[src/rtl/pipelined_addsub.sv]
// Pipelined WIDTH-bit adder/subtractor split into STAGES carry-chain slices.
// Define ADDSUB_SAT_EN to add the sat port (signed saturation on overflow).
module pipelined_addsub #(
    parameter int WIDTH  = 64,
    parameter int STAGES = 4
) (
    input  logic             clk,
    input  logic             reset_n,
    input  logic             in_valid,
    output logic             in_ready,
    input  logic [WIDTH-1:0] A,
    input  logic [WIDTH-1:0] B,
    input  logic             control,
`ifdef ADDSUB_SAT_EN
    input  logic             sat,
`endif
    output logic             out_valid,
    input  logic             out_ready,
    output logic [WIDTH-1:0] out,
    output logic             zero,
    output logic             overflow,
    output logic             carryOut,
    output logic             negative
);
    localparam int SW = WIDTH / STAGES;

    logic stall;
    logic sat_in;

    assign stall    = out_valid & ~out_ready;
    assign in_ready = ~stall;

`ifdef ADDSUB_SAT_EN
    assign sat_in = sat;
`else
    assign sat_in = 1'b0;
`endif

    // Stage s sees only the operand slices not yet consumed (slice s at
    // bit 0) and the result slices already produced below it.
    for (genvar s = 0; s < STAGES; s++) begin : g_stg
        localparam int RW = (STAGES - s) * SW;
        localparam int DW = (s + 1) * SW;

        logic [RW-1:0] ia;
        logic [RW-1:0] ib;
        logic [DW-1:0] nr;
        logic          ic;
        logic          iv;
        logic          isat;
        logic [SW:0]   sum;

        if (s == 0) begin : g_src
            assign ia   = A;
            assign ib   = control ? ~B : B;
            assign ic   = control;
            assign iv   = in_valid;
            assign isat = sat_in;
            assign nr   = sum[SW-1:0];
        end else begin : g_src
            assign ia   = g_stg[s-1].g_q.a_q;
            assign ib   = g_stg[s-1].g_q.b_q;
            assign ic   = g_stg[s-1].g_q.c_q;
            assign iv   = g_stg[s-1].g_q.v_q;
            assign isat = g_stg[s-1].g_q.sat_q;
            assign nr   = {sum[SW-1:0], g_stg[s-1].g_q.r_q};
        end

        assign sum = {1'b0, ia[SW-1:0]} + {1'b0, ib[SW-1:0]}
                   + {{SW{1'b0}}, ic};

        if (s < STAGES - 1) begin : g_q
            logic [RW-SW-1:0] a_q;
            logic [RW-SW-1:0] b_q;
            logic [DW-1:0]    r_q;
            logic             c_q;
            logic             v_q;
            logic             sat_q;

            always_ff @(posedge clk or negedge reset_n) begin
                if (!reset_n) begin
                    a_q   <= '0;
                    b_q   <= '0;
                    r_q   <= '0;
                    c_q   <= 1'b0;
                    v_q   <= 1'b0;
                    sat_q <= 1'b0;
                end else if (!stall) begin
                    a_q   <= ia[RW-1:SW];
                    b_q   <= ib[RW-1:SW];
                    r_q   <= nr;
                    c_q   <= sum[SW];
                    v_q   <= iv;
                    sat_q <= isat;
                end
            end
        end
    end

    logic [WIDTH-1:0] res;
    logic [WIDTH-1:0] fin;
    logic             cout;
    logic             cmsb;
    logic             ovf;
    logic             fv;
    logic             fsat;

    assign res  = g_stg[STAGES-1].nr;
    assign cout = g_stg[STAGES-1].sum[SW];
    assign fv   = g_stg[STAGES-1].iv;
    assign fsat = g_stg[STAGES-1].isat;
    // Carry into the MSB recovered from its sum bit and its operand bits.
    assign cmsb = res[WIDTH-1] ^ g_stg[STAGES-1].ia[SW-1]
                ^ g_stg[STAGES-1].ib[SW-1];
    assign ovf  = cmsb ^ cout;
    assign fin  = (fsat & ovf)
                ? {~res[WIDTH-1], {(WIDTH-1){res[WIDTH-1]}}}
                : res;

    always_ff @(posedge clk or negedge reset_n) begin
        if (!reset_n) begin
            out_valid <= 1'b0;
            out       <= '0;
            zero      <= 1'b0;
            overflow  <= 1'b0;
            carryOut  <= 1'b0;
            negative  <= 1'b0;
        end else if (!stall) begin
            out_valid <= fv;
            if (fv) begin
                out      <= fin;
                zero     <= (fin == '0);
                overflow <= ovf;
                carryOut <= cout;
                negative <= fin[WIDTH-1];
            end
        end
    end
endmodule

[config.mk]
export PLATFORM = sky130hd
export DESIGN_NAME = pipelined_addsub
export DESIGN_NICKNAME = d
export VERILOG_FILES = /design/src/rtl/pipelined_addsub.sv
export SDC_FILE = /design/constraint.sdc
export NUM_CORES = 1
export LEC_CHECK = 0
export ABC_AREA = 1
export CORE_MARGIN = 1.5
export CORE_UTILIZATION = 50
export DETAILED_ROUTE_END_ITERATION = 10
export PLACE_DENSITY_LB_ADDON = 0.2
export SLEW_MARGIN = 20
export SYNTH_ARGS = -nofsm -noshare
export SYNTH_HDL_FRONTEND = slang
export SYNTH_SLANG_ARGS = --single-unit
[constraint.sdc]
create_clock -name clk -period 2.95 [get_ports clk]
set_input_delay 0.885 -clock clk [delete_from_list [all_inputs] [get_ports clk]]
set_output_delay 0.885 -clock clk [all_outputs]
set_load 0.01 [all_outputs]
Yosys cells after proc, flatten, opt, wreduce, memory -nomap -nowiden. Index checks and enable logic that the tools add are counted.

Register bits after elaboration: 363. Input port bits: 133. Output and inout port bits: 70.

Add/subtract/negate cells: 8. Mux-type cells: 1. Bitwise gates (word level): 7. Reductions and logical operators: 2.

Operator list (number): $add 16x16->17 (4); $add 17x1->17 (4); $logic_not 64->1 (1); $mux 64 (1); $not 64->64 (1); $xor 1x1->1 (3); $not 1->1 (2); $reduce_and 2->1 (1); $and 1x1->1 (1).

Logic depth before layout (Yosys ltp).
Word-level depth: 5. Mapped depth: 14.

Least setup slack after synthesis. Ideal clock, no wire load.

Path kind: input -> register. Start: input control. End: register g_stg[0].g_q.r_q[6]. Data arrival time: 2565 ps. Required time: 2832 ps. Setup slack: 267 ps. Cell stages on the path: 11. Path buffers: 2. Cell sequence: buf_4 > buf_2 > xor2_1 > ha_1 > a21oi_1 > o21ai_1 > a21oi_1 > inv_1 > or2_2 > nand3_1 > nand2_1.

Word-level cells in the longest chain between the ends: 3.

Ends and longest elaborated chain: start: declaration (line 13) `input logic control,`; $mux 64 (line 55) `assign ib = control ? ~B : B;`; $add 16x16->17 (line 69) `assign sum = {1'b0, ia[SW-1:0]} + {1'b0, ib[SW-1:0]}`; $add 17x1->17 (*) (line 70) `+ {{SW{1'b0}}, ic};`; end signal: assignment (line 91) `r_q <= nr;`; end: declaration (line 75) `logic [DW-1:0] r_q;`.

Mark *: on every way between the ends. The rest lies on a longest branch, timed or not. A chain may end at the register's enable or synchronous reset.

Worst setup path after layout.
Start: input out_ready. End: output in_ready.

Word-level cells in the longest chain between the ends: 3.

Ends and longest elaborated chain: start: declaration (line 18) `input logic out_ready,`; $not 1->1 (line 30) `assign stall = out_valid & ~out_ready;`; $and 1x1->1 (line 30); $not 1->1 (no source line); end: declaration (line 10) `output logic in_ready,`.

No other way between the ends.

==> reports/metrics.cfg <==
[sta]
hold_violations=0
fin_crit_ns=2.74
period_share_pct=92.8
hold_ws_ns=0.321
setup_ws_ns=0.212
fmax_mhz=365
clock-skew-final_ns=0.0114
rsz0062_at_grt=false
fin_tns_setup_ns=0
tightest_slew_ns=0.916
maxSlewViolCount=0
slew_headroom_pct=38.9
setup-violations-final=0

[place]
placed_area_sq_mm=0.0199
dp_hpwl_mm=27.6
io_buffers=202
dp_slack_ns=-0.0804
dp_cells=2672
place_congestion=0.889

[floorplan]
die_y_um=189
row_count=67
initial_utilization_pct=51.3
io_pins=203
fp.dieW_um=189
core_sq_mm=0.0338
die_area_sq_mm=0.0358

[synthesis]
synthTopCellsByCount=782 x nand2_1, 362 x dfrtp_1, 243 x o21ai_0
synthMostInstantiatedCell=nand2_1
ys.flop_type=dfrtp_1
ys_types=42
yosysWarnings=0
synth_top_area_share_pct=52.3
synthArstFlopShare_pct=100
avgSynthCellArea_sq_um=8.32
ys_ff_latch=362
seq_area_frac_synth_pct=52.3
synth_nets=2283
synth_edf_count=0
syn-cell-area_sq_mm=0.0173
synth_top_cell_by_area=dfrtp_1
netlist_top_cells_area=dfrtp_1 52%, nand2_1 17%, o21ai_0 7.0%, ha_1 4.3%, inv_1 3.4%
netlist_instances=2083

[cts]
cts_hold_buf=0
post-cts-setup-buffer-count=0
cts-root-buf=clkbuf_16
cts.clk_slew.worst_paths_ns=0.06
cts_htree_levels=2
clock-sinks=362
ctsResizeCount=1
clockBufferDepth=3
cts_tree=done
cts_buffers=39
clk_latency_ns=0.52

[min_path]
min_path_type=primary input to asynchronous set/reset pin

[setup_path]
critPathMaxFanout=2
path_class=primary input to primary output
cp.required_ns=2.07
start_kind=primary input
crit_arrival_ns=1.85
worstSetupEndpointType=primary output

[global_route]
overflow=0
grt_pass1_vias=13200
grt_usage_pct=22.0
grt_pass1_wl_mm=64.3
grt_max_degree=123
antenna_found_initial=2

[drt]
drc=0
drt_iter0_markers=856
drt-pass1-iter-count=5
wl_per_cell_um=14.1
viasPerCell=5.01
drtAntennaViolNets=0
via_count=13700
finalWirelength_mm=38.7

[cells_and_area]
drive_gt1_share_pct=4.89
final_core_util_pct=62.7
final_nets=2465
fin_cells=2742
area_growth_pct=22.3
fin_area_sq_mm=0.0212
fill_cells=2944

[run]
cap_violations=0

[power]
p_per_area_mw_per_mm2=1070
p_leak_nw=10.4
power.total_mw=22.8
ir_worst_vdd_v=0.000529

[outcome]
status=complete, no violations

path summary, 6_finish.rpt:
path                                      startpoint  slack (ns)  cells past startpoint              endpoint
worst max-delay path                       out_ready        0.21                      4              in_ready
worst min-delay path                         reset_n        0.32                      1               out[11]
worst max register to register   g_stg[2].g_q.a_q[0]        0.30                     13                  zero
worst min register to register  g_stg[1].g_q.a_q[31]        0.47                      2  g_stg[2].g_q.a_q[15]
max in group asynchronous                    reset_n        1.81                      2   g_stg[1].g_q.a_q[5]
min in group clk                g_stg[1].g_q.a_q[31]        0.47                      2  g_stg[2].g_q.a_q[15]
layout make-up:
class / instances / area (sq um) / area share, %
Antenna cell: 2 / 5.00 / 0.0236
Inverter: 161 / 612 / 2.89
Clock buffer: 59 / 1170 / 5.54
Sequential cell: 362 / 9060 / 42.7
Clock inverter: 9 / 95.1 / 0.449
Timing Repair Buffer: 227 / 2360 / 11.1
Multi-Input combinational cell: 1474 / 7320 / 34.6
Tap cell: 448 / 561 / 2.65
critical path, cell delays in order:
cell and delay (ns):
clkdlybuf4s50_1 0.42, inv_1 0.16, nand2_8 0.08, dlygate4sd2_1 0.30
layer usage:
layer | GRT usage (%) | share of wire [%]
met1 | 30.7 | 47
met2 | 35.6 | 46
met3 | 3.61 | 4.6
met4 | 6.11 | 2.0
met5 | 0 | 0
registers in the layout (all words and copies together), names as in the netlist:
signal,count
out,64
overflow,1
g_stg.g_q.r_q,96
carryOut,1
out_valid,1
zero,1
g_stg.g_q.c_q,3
g_stg.g_q.v_q,2
g_stg.g_q.b_q,96
g_stg.g_q.a_q,96
fv,1
where the power goes:
part / total (mW) / switching (mW) / leakage (nW) / internal, mW
Combinational: 9.56 / 5.69 / 5.38 / 3.87
Sequential: 8.40 / 1.25 / 4.39 / 7.15
Clock: 4.81 / 1.90 / 0.630 / 2.91
kinds of logic after synthesis:
kind of cell | after synthesis | synth area share (%)
and+or+nand+nor | 991 | 22.8
DFF | 362 | 52.3
AOI/OAI and AO/OA | 337 | 10.2
buffers and inverters | 247 | 5.55
xor gates and xnor gates | 79 | 3.99
adders and majority gates | 67 | 5.14
cells in the final DEF (no fill, tap or decap), drive strengths merged:
cell type / n
nand2: 788
dfrtp: 362
o21ai: 251
clkdlybuf4s50: 199
inv: 161
nor2: 85
nand3: 76
xnor2: 63
ha: 60
clkbuf: 59
a21oi: 57
buf: 27
xor2: 16
or2: 10
nand4: 9
nor3: 9
a31oi: 8
nand3b: 8
fa: 7
clkinv: 7
a21o: 6
o21a: 4
o21bai: 3
diode: 2
a211oi: 2
o31ai: 2
nor4: 2
and2: 2
nor3b: 2
bufinv: 2
a21boi: 2
o22ai: 1
a22oi: 1
dlygate4sd2: 1
Power figures use the tool's default switching activity.
